[src/rtl/sp_ram_arbiter.sv]
// Front end for a 64x8 single-port RAM: clears every location after reset or on
// command, then shares the RAM round-robin between two masters, one access per cycle.
module sp_ram_arbiter #(
  parameter int                ADDR_W         = 6,
  parameter int                DATA_W         = 8,
  parameter logic [DATA_W-1:0] INIT_VAL       = '0,
  parameter bit                CLEAR_ON_RESET = 1'b1
) (
  input  logic              clk,
  input  logic              rst_n,
  input  logic              clear_start,
  output logic              busy,
  input  logic              m0_req,
  input  logic              m0_we,
  input  logic [ADDR_W-1:0] m0_addr,
  input  logic [DATA_W-1:0] m0_wdata,
  output logic              m0_ack,
  output logic              m0_rvalid,
  output logic [DATA_W-1:0] m0_rdata,
  input  logic              m1_req,
  input  logic              m1_we,
  input  logic [ADDR_W-1:0] m1_addr,
  input  logic [DATA_W-1:0] m1_wdata,
  output logic              m1_ack,
  output logic              m1_rvalid,
  output logic [DATA_W-1:0] m1_rdata,
  output logic              ram_ce,
  output logic              ram_we,
  output logic [ADDR_W-1:0] ram_addr,
  output logic [DATA_W-1:0] ram_wdata,
  input  logic [DATA_W-1:0] ram_rdata
);

  typedef enum logic {
    ST_CLEAR,
    ST_IDLE
  } state_t;

  state_t            state;
  state_t            state_next;
  logic [ADDR_W-1:0] clr_cnt;
  logic [ADDR_W-1:0] clr_cnt_next;
  logic              last_gnt;
  logic              last_gnt_next;
  logic              rv0;
  logic              rv1;
  logic              gnt0;
  logic              gnt1;

  // last_gnt resets to 1 so master 0 wins the first tie.
  always_ff @(posedge clk) begin
    if (!rst_n) begin
      state    <= CLEAR_ON_RESET ? ST_CLEAR : ST_IDLE;
      clr_cnt  <= '0;
      last_gnt <= 1'b1;
      rv0      <= 1'b0;
      rv1      <= 1'b0;
    end else begin
      state    <= state_next;
      clr_cnt  <= clr_cnt_next;
      last_gnt <= last_gnt_next;
      rv0      <= gnt0 & ~m0_we;
      rv1      <= gnt1 & ~m1_we;
    end
  end

  always_comb begin
    state_next    = state;
    clr_cnt_next  = clr_cnt;
    last_gnt_next = last_gnt;
    gnt0          = 1'b0;
    gnt1          = 1'b0;
    busy          = 1'b0;
    ram_ce        = 1'b0;
    ram_we        = 1'b0;
    ram_addr      = '0;
    ram_wdata     = '0;
    case (state)
      ST_CLEAR: begin
        busy         = 1'b1;
        ram_ce       = 1'b1;
        ram_we       = 1'b1;
        ram_addr     = clr_cnt;
        ram_wdata    = INIT_VAL;
        clr_cnt_next = clr_cnt + 1'b1;
        if (clr_cnt == {ADDR_W{1'b1}}) begin
          state_next = ST_IDLE;
        end
      end
      ST_IDLE: begin
        if (clear_start) begin
          state_next = ST_CLEAR;
        end else begin
          // On a tie the master not served last wins, so grants alternate.
          if (m0_req && (!m1_req || last_gnt)) begin
            gnt0 = 1'b1;
          end else if (m1_req) begin
            gnt1 = 1'b1;
          end
          if (gnt0) begin
            ram_ce        = 1'b1;
            ram_we        = m0_we;
            ram_addr      = m0_addr;
            ram_wdata     = m0_wdata;
            last_gnt_next = 1'b0;
          end else if (gnt1) begin
            ram_ce        = 1'b1;
            ram_we        = m1_we;
            ram_addr      = m1_addr;
            ram_wdata     = m1_wdata;
            last_gnt_next = 1'b1;
          end
        end
      end
      default: state_next = ST_IDLE;
    endcase
  end

  assign m0_ack    = gnt0;
  assign m1_ack    = gnt1;
  assign m0_rvalid = rv0;
  assign m1_rvalid = rv1;
  assign m0_rdata  = ram_rdata;
  assign m1_rdata  = ram_rdata;

endmodule

[config.mk]
export PLATFORM = sky130hd
export DESIGN_NAME = sp_ram_arbiter
export DESIGN_NICKNAME = d
export VERILOG_FILES = /design/src/rtl/sp_ram_arbiter.sv
export SDC_FILE = /design/constraint.sdc
export NUM_CORES = 1
export LEC_CHECK = 0
export CAP_MARGIN = 25
export CORE_ASPECT_RATIO = 1.75
export CORE_MARGIN = 4
export CORE_UTILIZATION = 23
export CTS_CLUSTER_DIAMETER = 30
export DETAILED_ROUTE_END_ITERATION = 6
export GPL_TIMING_DRIVEN = 1
export PLACE_DENSITY = 0.68
export SYNTH_ARGS = -nofsm -noshare
export SYNTH_HDL_FRONTEND = slang
export SYNTH_SLANG_ARGS = --single-unit
[constraint.sdc]
create_clock -name clk -period 3.22 [get_ports clk]
set_clock_uncertainty 0.1 [all_clocks]
set_input_delay 0.644 -clock clk [delete_from_list [all_inputs] [get_ports clk]]
set_output_delay 0.644 -clock clk [all_outputs]
set_load 0.05 [all_outputs]
==> results.ini <==
[job]
cap_violations=0

[setup_path]
reg2regPathDepth=4
crit_fanout=11
rrSetupSlack_ns=1.53
crit_arrival_ns=2.28
crit_start=m1_req
startpoint_type=input pin
rr_startpoint=state
path_class=in -> out
crit-reg2reg-capture=m1_rvalid
critPathRequiredTime_ns=2.48
worst_setup_path_end_kind=output pin

[power_and_ir_drop]
p_clk_share_pct=36.8
p_sw_uw=78.7
power_frac_comb_pct=25.2
seqPwrFrac_pct=38.0
total_power_uw=344
netSwitchingFraction_pct=22.8
powerDensity_nw_per_um2=235
internal_power_uw=266
leakagePower_uw=0.000575
peakVddDrop_v=0.000249

[global_route]
grt_pass1_vias=875
antenna_found_initial=0
grt_pass1_wl_mm=4.24
grt_max_degree=17
grt-ovfl-total=0
grt_usage_pct=12.8

[synth]
syn_inst=88
ys_warn_count=0
synth_cell_types=31
avgSynthCellArea_sq_um=9.16
synth_edf_count=0
synth_flop_cell=dfxtp_1
synth-seq-cells=10
seq_area_frac_synth_pct=24.8
synthesis.area_sq_um=806
synthArstFlopShare_pct=0
synthesis.nets=132

[route]
wl_per_cell_um=15.4
first_pass_iters=4
vias_per_cell=4.68
finalWirelength_mm=2.65
via_count=805
route.detailed.drc=0
first_iter_violations=10
ant_nets=0

[clock_tree]
cts_made_buffers=3
clkTransAtPathRegs_ns=0.05
hold_buffers=0
cts_sinks=10
cts_resized=0
cts.htree.levels=1
tritoncts=built
clockRootBuffer=clkbuf_8
clk_path_buf_depth=2
post_cts_buffers=0
insertion_delay_ns=0.24

[worst_hold_path]
min_to=clr_cnt[0]
whs_path_depth=2
worstHoldPathType=reg -> reg
min_from=clr_cnt[0]

[timing]
hold_violations=0
fin_crit_ns=3.03
fmax_mhz=330
slew_headroom_pct=66.8
finalSetupViolations=0
setup_tns_ns=0
maxSlewViolCount=0
fin_crit_sh_pct=94.1
rsz0062_at_grt=false
worstMarginPinSlew_ns=0.496

[floorplan]
die_h_um=86.3
coreArea_sq_um=3360
rows=28
pin_count=80
die_x_um=52.7
fp.dieArea_sq_um=4550
start_util_pct=24.0

[cells_and_area]
antenna_cells=0
drive_gt1_share_pct=20.5
fillers=343
regArea_sq_um=200
final_cell_area_sq_um=1460
final_core_util_pct=43.5
finalNonFillerCells=172
syn2layout_area_growth_pct=81.5
nets=173
multiInputGateArea_sq_um=428

[place]
io_buffers=55
place_area_sq_um=1420
globalplace.congestion=0.731
post-place-cells=169

[status]
status=complete, no violations

## layout make-up
type | count | area share, %
inverter | 1 | 0.257
sequential | 10 | 13.7
clock buffer | 3 | 2.82
tap | 45 | 3.85
multi-input combinational | 56 | 29.3
timing repair buffer | 57 | 50.1
## logic make-up after synthesis
family	count (synthesis)	share of synthesized area (%)
AOI/OAI and AO/OA	21	22.2
xor gates and xnor gates	3	3.26
adders and majority gates	1	1.55
buffers and inverters	22	22.0
DFF	10	24.8
muxes	1	1.24
and+or+nand+nor	30	24.8
## worst max path at each step
stage                   end  slack [ns]  cells after the start
2_1_floorplan        ram_ce        0.72                      2
3_3_place_gp    ram_addr[0]        0.28                      5
3_5_place_dp   ram_wdata[4]        0.21                      5
4_1_cts        ram_wdata[4]        0.21                      5
5_1_grt         ram_addr[2]         0.1                      5
6_report        ram_addr[2]        0.19                      5
## flip-flops by register name, indices dropped and copies added (netlist names)
name and cells:
clr_cnt 6, last_gnt 1, m0_rvalid 1, m1_rvalid 1
state 1
## layout by cell type, fill, tap and decap left out, drive strengths merged
cell,instances
nand4b,3
nand3,1
and2b,2
buf,20
a22o,8
o31ai,1
a21oi,1
nand2b,3
and2,4
nand3b,1
mux2i,1
clkbuf,3
and3,6
nand2,2
o21ai,2
inv,1
o21a,1
xnor2,3
nor2,3
o211ai,1
nor2b,2
ha,1
clkdlybuf4s50,37
dfxtp,10
nor3b,1
a221o,6
a21boi,1
and3b,2
## routing by layer
metal	vias up	global-route usage [%]	share of wire, %	wire length (um)
li1	385	-	-	-
met3	16	3.27	8.0	213
met5	-	0	0	0
met2	41	22.2	54	1420
met1	363	12.5	32	861
met4	0	9.77	5.8	155
## Yosys cell counts (2+ instances only)
cell type	instances	area share [%]
buf_4	17	16
dfxtp_1	10	25
a22o_1	8	8.7
a221o_1	6	7.5
and3_1	5	3.9
and2_1	4	3.1
nand2b_1	3	2.3
nand4b_1	3	3.3
nor2_1	3	1.4
xnor2_1	3	3.3
and2b_1	2	1.9
and3b_1	2	2.2
buf_6	2	2.8
nand2_1	2	0.93
o21ai_0	2	1.2
## metrics by stage
| stage | worst slack [ns] | hold slack [ns] |
|---|---|---|
| 3_3_place_gp | 0.276 | 0.409 |
| 2_1_floorplan | 0.720 | 0.384 |
| 6_report | 0.191 | 0.424 |
| 4_1_cts | 0.206 | 0.424 |
| 5_1_grt | 0.0950 | 0.492 |
| 3_5_place_dp | 0.209 | 0.418 |
## critical path, stage by stage
cell and delay [ns]:
clkdlybuf4s50_1 0.53, a21boi_2 0.27, and2_1 0.41, a221o_1 0.28, buf_12 0.15
## power by group through the flow
| stage | Clock [uW] | Sequential [uW] | Combinational, uW |
|---|---|---|---|
| 6_report | 127 | 131 | 86.8 |
| 5_1_grt | 139 | 131 | 93.2 |
| 4_1_cts | 130 | 131 | 87.7 |
| 3_5_place_dp | 0 | 133 | 87.3 |
| 3_3_place_gp | 0 | 133 | 85.5 |
| 2_1_floorplan | 0 | 132 | 79.5 |
Note: power is estimated with default switching activity, not from simulation.
